===== config.mk =====
export PLATFORM = sky130hd
export DESIGN_NAME = lsu_seq
export DESIGN_NICKNAME = d
export VERILOG_FILES = /design/src/rtl/lsu_seq.sv
export SDC_FILE = /design/constraint.sdc
export NUM_CORES = 1
export LEC_CHECK = 0
export ABC_AREA = 1
export CORE_MARGIN = 4
export CORE_UTILIZATION = 42
export CTS_BUF_LIST = sky130_fd_sc_hd__clkbuf_4 sky130_fd_sc_hd__clkbuf_8
export CTS_CLUSTER_DIAMETER = 120
export CTS_CLUSTER_SIZE = 12
export DETAILED_ROUTE_END_ITERATION = 7
export GPL_TIMING_DRIVEN = 0
export PLACE_DENSITY = 0.77
export SYNTH_ARGS = -nofsm -noshare
export SYNTH_HDL_FRONTEND = slang
export SYNTH_SLANG_ARGS = --single-unit

===== constraint.sdc =====
create_clock -name clk -period 1.8 [get_ports clk]
set_input_delay 0.45 -clock clk [delete_from_list [all_inputs] [get_ports clk]]
set_output_delay 0.45 -clock clk [all_outputs]
set_load 0.05 [all_outputs]

===== src/rtl/lsu_seq.sv =====
// Load/store sequencer: one access at a time from the core's memory stage onto a
// single-ported data bus, with big-endian lane placement, alignment check and timeout.
module lsu_seq #(
    parameter int TIMEOUT = 16
) (
    input  logic        clk,
    input  logic        rst,
    input  logic        req_valid,
    output logic        req_ready,
    input  logic        req_we,
    input  logic [3:0]  req_fn4,
    input  logic [31:0] req_addr,
    input  logic [31:0] req_wdata,
    output logic        rsp_valid,
    output logic        rsp_err,
    output logic [31:0] rsp_rdata,
    output logic        bus_req,
    output logic        bus_we,
    output logic [31:0] bus_addr,
    output logic [31:0] bus_wdata,
    output logic [3:0]  bus_mask,
    input  logic        bus_ack,
    input  logic        bus_err,
    input  logic [31:0] bus_rdata
);

    // state | meaning
    // IDLE  | ready for a request
    // BUS   | bus cycle outstanding, waiting for ack/err/timeout
    // RESP  | one-cycle response to the core
    typedef enum logic [1:0] {IDLE, BUS, RESP} state_t;

    localparam logic [7:0] CNT_LAST = 8'(TIMEOUT - 1);

    state_t      state, state_nx;
    logic [7:0]  cnt, cnt_nx;
    logic        we_q, we_nx;
    logic [3:0]  fn4_q, fn4_nx;
    logic [1:0]  off_q, off_nx;

    logic        req_ready_nx, rsp_valid_nx, rsp_err_nx;
    logic [31:0] rsp_rdata_nx;
    logic        bus_req_nx, bus_we_nx;
    logic [31:0] bus_addr_nx, bus_wdata_nx;
    logic [3:0]  bus_mask_nx;

    logic        aligned;
    logic [3:0]  mask_c;
    logic [31:0] wdata_c;
    logic [7:0]  ld_byte;
    logic [15:0] ld_half;
    logic [31:0] ld_data;

    // Request decode: alignment, byte enables and lane-placed store data.
    always_comb begin
        aligned = 1'b1;
        mask_c  = 4'b1111;
        wdata_c = req_wdata;
        casez (req_fn4)
            4'b??00: begin
                mask_c  = 4'b1000 >> req_addr[1:0];
                wdata_c = {req_wdata[7:0], 24'b0} >> {req_addr[1:0], 3'b000};
            end
            4'b??01: begin
                aligned = ~req_addr[0];
                mask_c  = req_addr[1] ? 4'b0011 : 4'b1100;
                wdata_c = req_addr[1] ? {16'b0, req_wdata[15:0]} : {req_wdata[15:0], 16'b0};
            end
            default: aligned = (req_addr[1:0] == 2'b00);
        endcase
    end

    // Load formatting from the latched size/sign and byte offset.
    always_comb begin
        case (off_q)
            2'd0:    ld_byte = bus_rdata[31:24];
            2'd1:    ld_byte = bus_rdata[23:16];
            2'd2:    ld_byte = bus_rdata[15:8];
            default: ld_byte = bus_rdata[7:0];
        endcase
        ld_half = off_q[1] ? bus_rdata[15:0] : bus_rdata[31:16];
        casez (fn4_q)
            4'b??00: ld_data = {{24{fn4_q[3] & ld_byte[7]}}, ld_byte};
            4'b??01: ld_data = {{16{fn4_q[3] & ld_half[15]}}, ld_half};
            default: ld_data = bus_rdata;
        endcase
    end

    always_comb begin
        state_nx     = state;
        cnt_nx       = cnt;
        we_nx        = we_q;
        fn4_nx       = fn4_q;
        off_nx       = off_q;
        req_ready_nx = req_ready;
        rsp_valid_nx = 1'b0;
        rsp_err_nx   = 1'b0;
        rsp_rdata_nx = rsp_rdata;
        bus_req_nx   = bus_req;
        bus_we_nx    = bus_we;
        bus_addr_nx  = bus_addr;
        bus_wdata_nx = bus_wdata;
        bus_mask_nx  = bus_mask;
        case (state)
            IDLE: begin
                req_ready_nx = 1'b1;
                if (req_valid) begin
                    req_ready_nx = 1'b0;
                    if (aligned) begin
                        we_nx        = req_we;
                        fn4_nx       = req_fn4;
                        off_nx       = req_addr[1:0];
                        cnt_nx       = 8'd0;
                        bus_req_nx   = 1'b1;
                        bus_we_nx    = req_we;
                        bus_addr_nx  = {req_addr[31:2], 2'b00};
                        bus_wdata_nx = req_we ? wdata_c : 32'd0;
                        bus_mask_nx  = mask_c;
                        state_nx     = BUS;
                    end else begin
                        rsp_valid_nx = 1'b1;
                        rsp_err_nx   = 1'b1;
                        rsp_rdata_nx = 32'd0;
                        state_nx     = RESP;
                    end
                end
            end
            BUS: begin
                req_ready_nx = 1'b0;
                cnt_nx       = cnt + 8'd1;
                if (bus_err || bus_ack || cnt == CNT_LAST) begin
                    bus_req_nx   = 1'b0;
                    rsp_valid_nx = 1'b1;
                    state_nx     = RESP;
                    if (!bus_err && bus_ack) begin
                        rsp_rdata_nx = we_q ? 32'd0 : ld_data;
                    end else begin
                        rsp_err_nx   = 1'b1;
                        rsp_rdata_nx = 32'd0;
                    end
                end
            end
            default: begin
                req_ready_nx = 1'b1;
                cnt_nx       = 8'd0;
                state_nx     = IDLE;
            end
        endcase
    end

    always_ff @(posedge clk) begin
        if (rst) begin
            state     <= IDLE;
            cnt       <= 8'd0;
            we_q      <= 1'b0;
            fn4_q     <= 4'd0;
            off_q     <= 2'd0;
            req_ready <= 1'b1;
            rsp_valid <= 1'b0;
            rsp_err   <= 1'b0;
            rsp_rdata <= 32'd0;
            bus_req   <= 1'b0;
            bus_we    <= 1'b0;
            bus_addr  <= 32'd0;
            bus_wdata <= 32'd0;
            bus_mask  <= 4'd0;
        end else begin
            state     <= state_nx;
            cnt       <= cnt_nx;
            we_q      <= we_nx;
            fn4_q     <= fn4_nx;
            off_q     <= off_nx;
            req_ready <= req_ready_nx;
            rsp_valid <= rsp_valid_nx;
            rsp_err   <= rsp_err_nx;
            rsp_rdata <= rsp_rdata_nx;
            bus_req   <= bus_req_nx;
            bus_we    <= bus_we_nx;
            bus_addr  <= bus_addr_nx;
            bus_wdata <= bus_wdata_nx;
            bus_mask  <= bus_mask_nx;
        end
    end

endmodule


== Yosys cells after proc, flatten, opt, wreduce, memory -nomap -nowiden ==
Index checks and enable logic that the tools add are counted.

* Bits of input ports: 106
* Register bits: 119
* Word-level logic and storage cells: 79

* Add/sub/neg operators: 1
* Eq/ne operators: 10
* Bitwise operators: 3
* Shifts and indexed selects: 2
* Multiplexer cells: 35
* Reductions and logical operators: 15

{| class="wikitable"
|+ Operator list
! kind !! number
|-
| two-way mux 32 bit || 7
|-
| case mux 32 bit (2 select lines) || 3
|-
| right shift 32 x 5 -> 32 bit || 1
|-
| case mux 8 bit (3 select lines) || 1
|-
| two-way mux 16 bit || 1
|-
| two-way mux 8 bit || 2
|-
| case mux 8 bit (2 select lines) || 1
|-
| zero test 2 bit || 5
|-
| case mux 1 bit (2 select lines) || 5
|-
| two-way mux 1 bit || 9
|-
| adder 8 x 1 -> 8 bit (second input constant) || 1
|-
| == test 2 x 1 -> 1 bit (second input constant) || 4
|-
| == test 8 x 4 -> 1 bit (second input constant) || 1
|-
| inequality test 2 bit (second input constant) || 4
|-
| case mux 4 bit (2 select lines) || 1
|-
| AND reduction 4 bit || 2
|-
| two-way mux 2 bit || 3
|-
| two-way mux 4 bit || 1
|-
| case mux 2 bit (2 select lines) || 1
|-
| AND reduction 2 bit || 2
|-
| right shift 4 x 2 -> 4 bit (first input constant) || 1
|-
| AND reduction 3 bit || 1
|-
| AND 1 bit || 2
|-
| == test 2 bit (second input constant) || 1
|-
| 5 further kinds || 6
|}

== Logic depth before layout (Yosys ltp) ==
Gate-level depths: netlist (run 1).

* Depth after elaboration: 8
* Depth in mapped cells: 9

== Worst setup path before layout (run 1) ==
Ideal clock, no wire load.

* Kind: register -> register
* Start: register we_q
* End: register rsp_rdata[16]
* Data arrival time: 1.308 ns
* Setup slack: 0.359 ns
* Cell stages (with the launch flop): 7
* Period minus slack after synthesis: 1.441 ns
* Cell sequence: dfxtp_1 > nor2_1 > nand2_1 > buf_2 > a21oi_1 > nand2_1 > a21oi_1

* Longest elaborated chain between the ends: 4

{| class="wikitable"
|+ Ends and longest elaborated chain
! what !! RTL line !! source
|-
| from (decl) || 37 || <nowiki>logic we_q, we_nx;</nowiki>
|-
| from (signal assigned) || 170 || <nowiki>we_q <= we_nx;</nowiki>
|-
| two-way mux 32 bit || 136 || <nowiki>rsp_rdata_nx = we_q ? 32'd0 : ld_data;</nowiki>
|-
| two-way mux 32 bit || 135 || <nowiki>if (!bus_err && bus_ack) begin</nowiki>
|-
| two-way mux 32 bit || 131 || <nowiki>if (bus_err || bus_ack || cnt == CNT_LAST) begin</nowiki>
|-
| case mux 32 bit (2 select lines) || 104 || <nowiki>case (state)</nowiki>
|-
| to (signal assigned) || 176 || <nowiki>rsp_rdata <= rsp_rdata_nx;</nowiki>
|-
| to (decl) || 16 || <nowiki>output logic [31:0] rsp_rdata,</nowiki>
|}

No other way between the ends. The select of a mux whose other input is x is not followed.
A chain may end at the register's enable or synchronous reset.

== Worst setup path after layout (run 1) ==
* Start: register rsp_rdata[7]
* End: output port rsp_rdata[7]

No word-level cell between the ends.

==> results of run 1 <==
## through the flow
step	instance area, sq um	total power [mW]	std cells
finish	8010	6.571	1223
global route	8010	6.870	1223
CTS	7986	6.581	1222
detailed placement	7720	4.368	1193
global placement	7720	4.358	1193
floorplan	5443	3.737	815
## registers in the layout (all words and copies together) (netlist names)
name and flops:
bus_wdata 32, rsp_rdata 32, bus_addr 30, cnt 8, bus_mask 4, fn4_q 3, off_q 2, state 2
bus_req 1, req_ready 1, rsp_err 1, rsp_valid 1, we_q 1
## metal layers
layer | wire length (um) | GRT usage [%] | vias up
li1 | - | - | 3093
met4 | 331 | 8.053 | 0
met1 | 7451 | 29.39 | 2764
met5 | 0 | 0 | -
met2 | 8659 | 40.75 | 246
met3 | 1892 | 10.49 | 29
## Yosys cell counts, drive strengths merged
cell type	number
ha	1
a21oi	92
nor2	137
nand2	208
nand3	81
a21boi	1
nor3	3
clkbuf	21
xor2	1
inv	44
o211ai	2
nand4	1
buf	28
conb	1
or2	2
o21ai	72
o22ai	1
dfxtp	118
## area by class of cell
class	instances	area (sq um)
clock buffer	25	325.3
inverter	44	165.2
multi-input combinational	604	2695
fill	1214	4661
timing repair buffer	207	1936
buffer	49	266.5
tap	172	215.2
clock inverter	4	45.04
sequential	118	2362
## kinds of logic after synthesis
kind of cell	after synthesis	share of synthesized area, %
and+or+nand+nor	432	32.69
buffers and inverters	93	7.660
AOI/OAI and AO/OA	168	15.76
xor gates and xnor gates	1	0.1611
DFF	118	43.43
other	1	0.06895
adders and majority gates	1	0.2300
## worst min path at each step
stage / startpoint / endpoint / slack (ns) / cells past startpoint
global route: bus_wdata[7] / bus_wdata[7] / 0.47 / 2
global placement: bus_wdata[5] / bus_wdata[5] / 0.45 / 2
finish: bus_wdata[7] / bus_wdata[7] / 0.46 / 2
CTS: bus_wdata[8] / bus_wdata[8] / 0.46 / 2
detailed placement: bus_wdata[8] / bus_wdata[8] / 0.45 / 2
floorplan: fn4_q[0] / fn4_q[0] / 0.44 / 2
## power breakdown
group / internal [mW] / switching [mW]
combinational: 0.525 / 0.962
sequential: 2.73 / 0.0581
clock: 1.29 / 1.01
## repair_timing
action,4_1_cts,5_1_grt
hold buffers,0,0
buffers inserted,0,1
pin swaps,0,1
gates resized for setup,125,114
hold endpoints to repair,0,0
endpoints found under the setup margin,134,183
==> results.sh, run 1 <==
export IMPL_die_area_sq_um=14830
export IMPL_critPathArrivalTime_ns=1.31
export IMPL_initial_core_util_pct=42.92
export IMPL_powerDensity_nw_per_um2=820.4
export IMPL_critical_path_depth=1
export IMPL_setup_tns_ns=0
export IMPL_cts_htree_levels=4
export IMPL_setup_viol=0
export IMPL_cts_root_buf="clkbuf_8"
export IMPL_utilization_pct=63.22
export IMPL_worstPathMaxFanout=2
export IMPL_max_freq_ghz=0.5689
export IMPL_cp_endpoint="rsp_rdata[7]"
export IMPL_grt_total_usage_pct=24.81
export IMPL_drt_iter0_drc=431
export IMPL_hold_viol_final=0
export IMPL_crit_type="flop to output port"
export IMPL_syn_to_final_growth_pct=47.27
export IMPL_rrSetupSlack_ns=0.14
export IMPL_antenna_found_initial=0
export IMPL_yosysTopAreaCellShare_pct=43.43
export IMPL_status="completed"
export IMPL_path_buf_inv=1
export IMPL_wl_per_cell_um=14.99
export IMPL_worst_slack_ns=0.04217
export IMPL_synth_cells=814
export IMPL_cap_violations=0
export IMPL_rsz0062_at_grt="no"
export IMPL_hold_path_class="flop to flop"
export IMPL_wl_um=18340
export IMPL_clock_latency_ns=0.44
export IMPL_path_cells="clkdlybuf4s15_1"
export IMPL_fin_skew_ns=0.007532
export IMPL_grt_start_max_net_pins=17
export IMPL_crit_slowest_cell="clkdlybuf4s15_1"
export IMPL_ys_top_cells_by_area="dfxtp_1, nand2_1, nor2_1"
export IMPL_numPortBuffers=206
export IMPL_reg2reg_depth=9
export IMPL_yosysSeqAreaShare_pct=43.43
export IMPL_clk_path_buf_depth=2
export IMPL_drv_slew=0
export IMPL_cts_tree="yes"
export IMPL_min_period_ns=1.758
export IMPL_rr_startpoint="cnt[0]"
export IMPL_avgViaCountPerCell=5.014
export IMPL_ant_nets=0
export IMPL_dp_slack_ns=-0.5140
export IMPL_clkSlewWorstSetupHoldPaths_ns=0.07
export IMPL_worstSetupEndpointType="output port"
export IMPL_worst_pin_slew_ns=0.5972
export IMPL_grt_overflow=0
export IMPL_diodes=0
export IMPL_layout_commonest_cell="nand2_1"
export IMPL_ir_worst_vdd_mv=0.5600
export IMPL_cp_start_kind="flop"
export IMPL_cts_sinks=118
export IMPL_via_count=6132
export IMPL_period_share_pct=97.66
export IMPL_yosysWarnings=0
export IMPL_grt_pass1_wl_um=28900
export IMPL_fp_row_count=41
export IMPL_synth_area_sq_um=5439
export IMPL_synth_avg_cell_area_sq_um=6.682
export IMPL_relSlewSlack_pct=60.19
export IMPL_yosys_area_top_type="dfxtp_1"
export IMPL_ios=211
export IMPL_critPathTopFamily="buffers and inverters"
export IMPL_layout_common_cells="nand2_1, nor2_1, dfxtp_1"
export IMPL_synth_seq_cells=118
export IMPL_grt_pass1_vias=5701
export IMPL_die_width_um=121.8
export IMPL_leakage_nw=3.444
export IMPL_r2r_end="rsp_rdata[8]"
export IMPL_cp_required_ns=1.35
export IMPL_routabilityCongestion=0.9347
export IMPL_hold_worst_slack_ns=0.4596
export IMPL_hpwl_um=13980
export IMPL_drc_errors=0
export IMPL_firstDrtPassIters=5
export IMPL_slowest_delay_ns=0.51
export IMPL_core_area_sq_um=12670
export IMPL_final_nets=1148
export IMPL_startpoint="rsp_rdata[7]"
export IMPL_ys_types=30
export IMPL_cts_buffers=17
export IMPL_die_y_um=121.8
export IMPL_drive_above_1_share_pct=10.56
Note: power is estimated with default switching activity, not from simulation.
==> inputs of run 2 (changes only) <==
--- a/config.mk
+++ b/config.mk
@@ -12,8 +12,11 @@
 export CTS_CLUSTER_DIAMETER = 120
 export CTS_CLUSTER_SIZE = 12
 export DETAILED_ROUTE_END_ITERATION = 7
+export GPL_ROUTABILITY_DRIVEN = 0
 export GPL_TIMING_DRIVEN = 0
 export PLACE_DENSITY = 0.77
+export SKIP_LAST_GASP = 1
+export SLEW_MARGIN = 20
 export SYNTH_ARGS = -nofsm -noshare
 export SYNTH_HDL_FRONTEND = slang
 export SYNTH_SLANG_ARGS = --single-unit
==> run 2 against run 1 <==
Die area unchanged; critical path depth unchanged; non-clock buffer count is the same; sequential power is essentially flat; wire length down 0.40%; register-to-register slack about the same; combinational power about the same; largest cell class unchanged; largest power group unchanged.
==> results.sh, run 2 (same netlist as run 1, synthesis figures left out) <==
export IMPL_ir_worst_vdd_mv=0.5622
export IMPL_cts_htree_levels=4
export IMPL_worstPathMaxFanout=2
export IMPL_grt_pass1_vias=5701
export IMPL_rr_startpoint="cnt[0]"
export IMPL_status="completed"
export IMPL_whs_path_depth=2
export IMPL_utilization_pct=63.13
export IMPL_die_width_um=121.8
export IMPL_grt_total_usage_pct=24.81
export IMPL_wl_um=18260
export IMPL_layout_commonest_cell="nand2_1"
export IMPL_clock_latency_ns=0.44
export IMPL_drc_errors=0
export IMPL_cp_start_kind="flop"
export IMPL_numPortBuffers=206
export IMPL_crit_slowest_cell="clkdlybuf4s15_1"
export IMPL_crit_type="flop to output port"
export IMPL_cts_tree="yes"
export IMPL_cts_sinks=118
export IMPL_hold_viol_final=0
export IMPL_firstDrtPassIters=5
export IMPL_hold_path_class="flop to flop"
export IMPL_via_count=6148
export IMPL_relSlewSlack_pct=60.50
export IMPL_postPlaceCellArea_sq_um=7720
export IMPL_max_freq_ghz=0.5712
export IMPL_wl_per_cell_um=14.93
export IMPL_rsz0062_at_grt="yes"
export IMPL_stdcell_area_sq_um=7999
export IMPL_initial_core_util_pct=42.92
export IMPL_placed_cells=1193
export IMPL_layout_common_cells="nand2_1, nor2_1, dfxtp_1"
export IMPL_cts_buffers=17
export IMPL_finalNonFillerCells=1223
export IMPL_min_period_ns=1.751
export IMPL_antenna_found_initial=0
export IMPL_hpwl_um=13980
export IMPL_period_share_pct=97.26
export IMPL_clkSlewWorstSetupHoldPaths_ns=0.07
export IMPL_die_y_um=121.8
export IMPL_rrSetupSlack_ns=0.13
export IMPL_setup_viol=0
export IMPL_hold_worst_slack_ns=0.4595
export IMPL_cap_violations=0
export IMPL_reg_top3="bus_wdata (32), rsp_rdata (32), bus_addr (30)"
export IMPL_hp_start="bus_wdata[7]"
export IMPL_core_area_sq_um=12670
export IMPL_grt_pass1_wl_um=28900
export IMPL_clk_path_buf_depth=2
export IMPL_ant_nets=0
export IMPL_avgViaCountPerCell=5.027
export IMPL_leakage_nw=3.444
export IMPL_final_nets=1148
export IMPL_syn_to_final_growth_pct=47.07
export IMPL_ctsHoldBuffers=0
export IMPL_slowest_delay_ns=0.51
export IMPL_worst_pin_slew_ns=0.5925
export IMPL_r2r_end="rsp_rdata[8]"
export IMPL_die_area_sq_um=14830
export IMPL_path_cells="clkdlybuf4s15_1"
export IMPL_cts_root_buf="clkbuf_8"
export IMPL_min_to="bus_wdata[7]"
export IMPL_cp_required_ns=1.35
export IMPL_fp_row_count=41
export IMPL_grt_start_max_net_pins=17
export IMPL_critPathArrivalTime_ns=1.30
export IMPL_worstSetupEndpointType="output port"
export IMPL_grt_overflow=0
export IMPL_path_buf_inv=1
export IMPL_reg2reg_depth=9
export IMPL_diodes=0
export IMPL_drive_above_1_share_pct=10.56
export IMPL_powerDensity_nw_per_um2=820.9
export IMPL_fin_skew_ns=0.007685
export IMPL_critPathTopFamily="buffers and inverters"
export IMPL_ios=211
export IMPL_drv_slew=0
export IMPL_drt_iter0_drc=450
==> run 2: routing by layer <==
layer / share of wire (%) / track usage (%)
met1: 41 / 29.39
met2: 47 / 40.75
met3: 11 / 10.49
met4: 1.7 / 8.053
met5: 0 / 0
==> run 2: report_power, final <==
| group | switching, mW | internal (mW) | total (mW) |
|---|---|---|---|
| Sequential | 0.0581 | 2.73 | 2.78 |
| Combinational | 0.962 | 0.523 | 1.48 |
| Clock | 1.01 | 1.29 | 2.30 |
==> run 2: worst min-delay path: stages (launching register included) <==
cell,delay [ns]
dfxtp_1,0.31
nand2_1,0.06
a21oi_1,0.05
==> run 2: stage by stage <==
step	TNS, ns	setup WS [ns]	total power, mW
2_1_floorplan	0	0.3594	3.737
6_report	0	0.04925	6.566
3_5_place_dp	-48.28	-0.5140	4.368
4_1_cts	-0.04907	-0.04907	6.580
3_3_place_gp	-44.65	-0.4829	4.358
5_1_grt	-0.003576	-0.003576	6.867
==> run 2: final cells by class <==
type | count | area [sq um]
buffer | 49 | 266.5
clock buffer | 25 | 325.3
clock inverter | 4 | 45.04
fill | 1213 | 4672
inverter | 44 | 165.2
multi-input combinational | 604 | 2690
sequential | 118 | 2362
tap | 172 | 215.2
timing repair buffer | 207 | 1929
==> run 2: worst max-delay path by stage <==
stage | slack (ns) | startpoint | cells after the start | to
finish | 0.05 | rsp_rdata[7] | 1 | rsp_rdata[7]
global route | -0.004 | req_fn4[1] | 9 | bus_wdata[24]
CTS | -0.05 | bus_mask[2] | 1 | bus_mask[2]
detailed placement | -0.51 | req_addr[0] | 7 | rsp_rdata[17]
global placement | -0.48 | req_addr[0] | 7 | rsp_rdata[31]
floorplan | 0.36 | we_q | 6 | rsp_rdata[16]
==> run 2: timing repair <==
action | CTS | global route
gates resized for setup | 123 | 115
pin swaps | 0 | 1
buffers inserted | 0 | 1
endpoints found under the setup margin | 134 | 184
gates cloned | 0 | 0
